===== src/rtl/fetch_queue_wbp.sv =====
// Instruction-fetch frontend: pipelined Wishbone B4 master feeding a show-ahead
// prefetch queue. Redirects flush the queue and drop in-flight responses by count.
module fetch_queue_wbp #(
  parameter int unsigned DEPTH           = 4,
  parameter int unsigned MAX_OUTSTANDING = 4,
  parameter int unsigned ERR_HALT        = 1
) (
  input  logic        i_clk,
  input  logic        i_rst,
  input  logic [31:0] i_init_pc,
  input  logic        i_redirect,
  input  logic [31:0] i_redirect_pc,
  output logic        o_valid,
  input  logic        i_ready,
  output logic [31:0] o_instr,
  output logic [31:0] o_pc,
  output logic        o_error,
  output logic        o_wb_cyc,
  output logic        o_wb_stb,
  output logic        o_wb_we,
  output logic [3:0]  o_wb_sel,
  output logic [31:0] o_wb_adr,
  input  logic [31:0] i_wb_dat,
  input  logic        i_wb_ack,
  input  logic        i_wb_err,
  input  logic        i_wb_stall
);

  localparam int unsigned AW = $clog2(DEPTH);
  localparam int unsigned CW = AW + 1;
  localparam logic [CW:0]   DEPTH_W = (CW + 1)'(DEPTH);
  localparam logic [CW-1:0] MAX_W   = CW'(MAX_OUTSTANDING);

  typedef enum logic {
    FS_RUN,
    FS_HALT
  } fetch_state_t;

  fetch_state_t state_q, state_d;

  logic [31:0]   fetch_pc_q, resp_pc_q;
  logic [CW-1:0] outstanding_q, discard_q, count_q;
  logic [AW-1:0] rd_ptr_q, wr_ptr_q;
  logic          stall_hold_q;

  logic [31:0] q_instr [DEPTH];
  logic [31:0] q_pc    [DEPTH];
  logic        q_err   [DEPTH];

  logic [CW-1:0] live, outstanding_d, discard_d;
  logic [CW:0]   credit_used;
  logic          issue_ok, stb, accept, resp, resp_live, push, pop;
  logic [31:0]   redirect_pc;

  always_comb begin
    redirect_pc   = i_redirect_pc & ~32'd3;
    live          = outstanding_q - discard_q;
    credit_used   = {1'b0, count_q} + {1'b0, live};
    issue_ok      = (state_q == FS_RUN) && (outstanding_q < MAX_W) && (credit_used < DEPTH_W);
    // a stalled request is held even if the halt flag rose meanwhile
    stb           = !i_rst && (stall_hold_q || issue_ok);
    accept        = stb && !i_wb_stall;
    resp          = !i_rst && (i_wb_ack || i_wb_err) && (outstanding_q != '0);
    resp_live     = resp && (discard_q == '0);
    push          = resp_live && !i_redirect;
    pop           = (count_q != '0) && i_ready && !i_redirect;
    outstanding_d = outstanding_q + CW'(accept) - CW'(resp);
    if (i_redirect) begin
      discard_d = outstanding_d;
    end else if (resp && (discard_q != '0)) begin
      discard_d = discard_q - CW'(1);
    end else begin
      discard_d = discard_q;
    end
  end

  always_comb begin
    state_d = state_q;
    if (i_redirect) begin
      state_d = FS_RUN;
    end else if (resp_live && i_wb_err && (ERR_HALT != 0)) begin
      state_d = FS_HALT;
    end
  end

  always_ff @(posedge i_clk) begin
    if (i_rst) begin
      state_q       <= FS_RUN;
      fetch_pc_q    <= i_init_pc & ~32'd3;
      resp_pc_q     <= i_init_pc & ~32'd3;
      outstanding_q <= '0;
      discard_q     <= '0;
      count_q       <= '0;
      rd_ptr_q      <= '0;
      wr_ptr_q      <= '0;
      stall_hold_q  <= 1'b0;
    end else begin
      state_q       <= state_d;
      outstanding_q <= outstanding_d;
      discard_q     <= discard_d;
      stall_hold_q  <= stb && i_wb_stall && !i_redirect;
      if (i_redirect) begin
        fetch_pc_q <= redirect_pc;
        resp_pc_q  <= redirect_pc;
        count_q    <= '0;
        rd_ptr_q   <= '0;
        wr_ptr_q   <= '0;
      end else begin
        if (accept) begin
          fetch_pc_q <= fetch_pc_q + 32'd4;
        end
        if (push) begin
          resp_pc_q <= resp_pc_q + 32'd4;
          wr_ptr_q  <= wr_ptr_q + AW'(1);
        end
        if (pop) begin
          rd_ptr_q <= rd_ptr_q + AW'(1);
        end
        count_q <= count_q + CW'(push) - CW'(pop);
      end
    end
  end

  always_ff @(posedge i_clk) begin
    if (push) begin
      q_instr[wr_ptr_q] <= i_wb_dat;
      q_pc[wr_ptr_q]    <= resp_pc_q;
      q_err[wr_ptr_q]   <= i_wb_err;
    end
  end

  always_comb begin
    o_valid  = (count_q != '0);
    o_instr  = q_instr[rd_ptr_q];
    o_pc     = q_pc[rd_ptr_q];
    o_error  = o_valid && q_err[rd_ptr_q];
    o_wb_stb = stb;
    o_wb_cyc = stb || (!i_rst && (outstanding_q != '0));
    o_wb_we  = 1'b0;
    o_wb_sel = 4'b1111;
    o_wb_adr = stb ? fetch_pc_q : '0;
  end

endmodule


===== config.mk =====
export PLATFORM = sky130hd
export DESIGN_NAME = fetch_queue_wbp
export DESIGN_NICKNAME = d
export VERILOG_FILES = /design/src/rtl/fetch_queue_wbp.sv
export SDC_FILE = /design/constraint.sdc
export NUM_CORES = 1
export LEC_CHECK = 0
export ABC_CLOCK_PERIOD_IN_PS = 3200
export BUFFER_PORTS_ARGS = -buffer_cell sky130_fd_sc_hd__buf_2
export CORE_MARGIN = 5
export CORE_UTILIZATION = 45
export CTS_CLUSTER_SIZE = 28
export DETAILED_ROUTE_END_ITERATION = 8
export HOLD_SLACK_MARGIN = 0.12
export MAX_ROUTING_LAYER = met4
export PLACE_DENSITY = 0.74
export REMOVE_ABC_BUFFERS = 1
export SLEW_MARGIN = 20
export SYNTH_ARGS = -nofsm -noshare
export SYNTH_HDL_FRONTEND = slang
export SYNTH_SLANG_ARGS = --single-unit

===== constraint.sdc =====
create_clock -name i_clk -period 3.2 [get_ports i_clk]
set_input_delay 0.64 -clock i_clk [delete_from_list [all_inputs] [get_ports i_clk]]
set_output_delay 0.64 -clock i_clk [all_outputs]
set_load 0.02 [all_outputs]

# Yosys cells after proc, flatten, opt, wreduce, memory -nomap -nowiden
# Memories as Yosys holds them, arrays and structs flattened. A register that Yosys moved wholly into a read port is not among the register bits.
# Cells that the tools add are included.
# classes
n_addsub	11
order_cmp	2
muxes	17
bitwise_logic	1
reduce_logical	30
# ops
operator	count
two-way mux 32 bit	7
adder 32 x 3 -> 32 bit (second input constant)	2
logical AND 1 bit	16
nonzero test 3 bit	5
two-way mux 2 bit	6
adder 3 x 1 -> 3 bit	2
two-way mux 3 bit	2
subtractor 3 x 1 -> 3 bit	2
adder 2 x 1 -> 2 bit (second input constant)	2
adder 3 x 3 -> 4 bit	1
less-than comparator 4 x 3 -> 1 bit (second input constant)	1
logical NOT 1 bit	3
logical NOT 3 bit	1
logical OR 1 bit	3
less-than comparator 3 bit (second input constant)	1
subtractor 3 x 1 -> 3 bit (second input constant)	1
subtractor 3 bit	1
two-way mux 1 bit	2
nonzero test 2 bit	1
OR reduction 2 bit	1
inverter 1 bit	1
# totals
register_bits	79
ram_bits	260
in_bits	103
output_inout_bits	105
elab_cells	75
n_memories	3
# mem_list
memory	words	word_bits	read_ports	rd_clocked_by_memory_dff	write_ports	line	source
q_instr	4	32	1	1	1	46	logic [31:0] q_instr [DEPTH];
q_pc	4	32	1	1	1	47	logic [31:0] q_pc [DEPTH];
q_err	4	1	1	1	1	48	logic q_err [DEPTH];

# Longest topological paths before layout
# logic_depth
depth_word	10
depth_mapped	18
ltp_nobuf	18

# Worst setup path after synthesis
# Ideal clock, no wire load.
# synth_timing
path_kind	in2reg
startpoint	input i_rst
endpoint	memory q_err[0], enable pin
setup_ps	428
arrival_time_ps	3031
required_time_ps	2772
setup_slack_ps	-259
path_stages	6
n_path_buf	2
cell_sequence	clkbuf_1 o21bai_1 nor2_1 and2_1 clkbuf_1 and3_1
# synth_via
elab_chain_cells	7
# synth_rtl
element	line	source
start, declared	9	input logic i_rst,
logical NOT 1 bit	63	resp = !i_rst && (i_wb_ack || i_wb_err) && (outstanding_q != '0);
logical AND 1 bit (2 in series)	63	
logical AND 1 bit	64	resp_live = resp && (discard_q == '0);
logical AND 1 bit	65	push = resp_live && !i_redirect;
two-way mux 1 bit	125	if (push) begin
two-way mux 1 bit (not written as such)	128	q_err[wr_ptr_q] <= i_wb_err;
end, declared	48	
# No other way between the ends.

# Worst setup path after layout
# layout_timing
startpoint	register outstanding_q[0]
endpoint	output o_wb_adr[12]
# layout_via
elab_chain_cells	7
elab_cells_between_ends	9
classes_between	add/sub (2); order compare (2); mux (1); reduce/logical (4)
# layout_rtl
element	line	source
start, declared	42	logic [CW-1:0] outstanding_q, discard_q, count_q;
start signal, assigned	99	outstanding_q <= outstanding_d;
subtractor 3 bit	57	live = outstanding_q - discard_q;
adder 3 x 3 -> 4 bit	58	credit_used = {1'b0, count_q} + {1'b0, live};
less-than comparator 4 x 3 -> 1 bit	59	issue_ok = (state_q == FS_RUN) && (outstanding_q < MAX_W) && (credit_used < DEPTH_W);
logical AND 1 bit *	59	
logical OR 1 bit *	61	stb = !i_rst && (stall_hold_q || issue_ok);
logical AND 1 bit *	61	
two-way mux 32 bit *	141	o_wb_adr = stb ? fetch_pc_q : '0;
end, declared	22	output logic [31:0] o_wb_adr,
# Every way passes the cells marked *; elsewhere a longest branch is shown, timed or not.

==> impl_metrics.tcl <==
set metrics [dict create \
    status "finished with violations" \
    violations "negative setup slack" \
    path_clk_slew_ps 60 \
    fin_crit_ps 3570 \
    synthFlopType "edfxtp_1" \
    ios 208 \
    async_flop_share 0 \
    ys_warn_count 0 \
    synthTopCellsByArea "edfxtp_1 (67%), mux4_2 (10%), xnor2_1 (2.4%)" \
    syn_to_final_growth_pct 22.3 \
    setup_viol 36 \
    syn_area_um2 14100 \
    gp_congestion 0.868 \
    p_int_w 0.00845 \
    tritoncts "yes" \
    crit_arrival_ps 2930 \
    synth.most_common_cell "edfxtp_1" \
    post-route-period-util 1.12 \
    slew_viol_final 0 \
    nFillCells 2438 \
    grt_max_degree 64 \
    cts_root_buf "clkbuf_16" \
    cp-end-kind "output port" \
    synth_area_leader_cell "edfxtp_1" \
    hp-class "in2reg" \
    viasPerCell 5.57 \
    finalHoldViolCount 0 \
    synthCells 883 \
    worstSkewPairLatency_ps 500 \
    fp.dieArea_um2 34900 \
    yosysUniqueCellTypes 53 \
    p_per_area_nw_per_um2 671 \
    pre_cts_slack_ps -315 \
    start_util 0.457 \
    num_vias 8517 \
    wl_mm 32.0 \
    grt_pass1_wl_mm 50.1 \
    nets 1229 \
    vdd_drop_max_mv 0.412 \
    seqPwrFrac 0.464 \
    relSlewSlack 0.355 \
    cts_buffer_depth 3 \
    core_um2 30700 \
    portBuffers 194 \
    drtIter0Drc 612 \
    grt_pass1_vias 8847 \
    clkPwrFrac 0.331 \
    comb_power_share 0.205 \
    die_w_um 187 \
    dr.pass1.iters 5 \
    cp-start-kind "flop" \
    antenna_left 0 \
    drc 0 \
    ys_ff_latch 329 \
    switchingPower_w 0.00309 \
    fin_ws_ps -373 \
    overflow 0 \
    rsz0062_at_grt "yes" \
    diodes 0 \
    dp_cells 1463 \
    avgSynthCellArea_um2 15.9 \
    synth_common_cells "edfxtp_1 (312), o21ai_0 (66), mux4_2 (63), nand2_1 (58), xnor2_1 (39)" \
    p_leak_nw 5.94 \
    cts_buffers 35 \
    antenna_found_initial 0 \
    finalNonFillerCells 1528 \
    wl_per_cell_um 20.9 \
    cts.sinks 329 \
    drv_cap 0 \
    clock-skew-final_ps 22.4 \
    worstSetupPathType "reg2out" \
    h-tree-depth 2 \
    final_util 0.559 \
    die_y_um 187 \
    synth_top_area_frac 0.666 \
    grt_use_total 0.186 \
    holdBufCountCts 0 \
    cp.required_ps 2560 \
    max_freq_mhz 280 \
    p_total_w 0.0115 \
    rows 64 \
    worst_pin_slew_ps 963 \
    synth_edf_count 312 \
    yosysSeqAreaShare 0.691 \
    path_max_fanout 14 \
    p_sw_frac 0.268 \
    dpl.hpwl_mm 21.3 \
    layout-drive-gt1-share 0.345 \
    whs_ps 359 \
]
[power groups by stage]
stage               logic [W]  registers, W  clock network (W)
floorplan             0.00110       0.00534                  0
global placement      0.00178       0.00540                  0
detailed placement    0.00183       0.00542                  0
CTS                   0.00228       0.00534            0.00391
global route          0.00255       0.00539            0.00410
finish                0.00236       0.00536            0.00382
[layout by cell type (no fill, tap or decap), types with 14 or more instances in the layout]
master and n:
edfxtp_1 312, nand4_1 20, inv_1 15, o21ai_0 66, clkbuf_16 37, buf_4 21
xnor2_1 39, buf_2 163, xor2_1 17, and2_4 24, a21oi_1 15, nand2_1 58
ha_1 14, mux4_2 63, nand3_1 19, nor3_1 23, nor2_1 29, buf_6 33
[cells by family after synthesis]
logic type	count (synthesis)	synth area share
other cells	2	0.000534
fa+ha+maj	18	0.0176
xor+xnor	57	0.0360
buf+inv	67	0.0209
mux	65	0.102
flops	329	0.691
simple gates	228	0.0840
compound gates	117	0.0480
[sequential cells by signal (all words and copies together) (netlist names), named ones only]
register and flops:
q_err 4, count_q 3, discard_q 3, resp_pc_q 30
q_pc 120, state_q 1, rd_ptr_q 2, wr_ptr_q 2
outstanding_q 3, q_instr 128, stall_hold_q 1, fetch_pc_q 30
[cell type report]
type / count / area (µm²) / share of cell area
Sequential cell: 329 / 9720 / 0.565
Multi-Input combinational cell: 494 / 4220 / 0.245
Timing Repair Buffer: 230 / 1600 / 0.0931
Clock buffer: 43 / 958 / 0.0557
Tap cell: 396 / 495 / 0.0288
Clock inverter: 18 / 136 / 0.00793
Inverter: 18 / 67.6 / 0.00393
[stage by stage]
step	TNS, ps	area [µm²]
6_report	-11650	17200
5_1_grt	-17380	17200
4_1_cts	-12460	17100
3_5_place_dp	-542	15700
3_3_place_gp	-419	15700
2_1_floorplan	-62410	13900
[worst max-delay path, cell delays in order, from the launching register on]
cell and delay (ps):
dfxtp_2 320, inv_2 60, ha_4 120, inv_2 30, fa_2 330, xor2_1 150
xnor2_1 140, ha_1 290, nor2_1 110, a31oi_1 100, buf_4 170, nor2_4 150
buf_8 180, and2_1 160, buf_6 120
[worst paths after layout]
| kind | from | to | slack [ps] | cells past startpoint |
|---|---|---|---|---|
| worst max-delay path | outstanding_q[0] | o_wb_adr[12] | -370 | 14 |
| worst min-delay path | i_wb_dat[31] | q_instr[0][31] | 360 | 1 |
| worst max register to register | outstanding_q[0] | discard_q[2] | -270 | 18 |
| worst min register to register | wr_ptr_q[1] | wr_ptr_q[1] | 500 | 2 |
[per-layer routing]
metal,part of all wire,up-vias,GRT usage
met5,0,-,-
met4,0.031,0,0.0620
met3,0.074,71,0.0306
met2,0.48,431,0.294
met1,0.42,4131,0.249
li1,-,3884,-
[repair_timing]
action | CTS | global route
pin swaps | 2 | 6
buffers inserted | 4 | 1
gates resized for setup | 65 | 45
cloned | 2 | 0
setup endpoints to repair | 36 | 36
No activity file was read; power rests on OpenSTA's default activity.
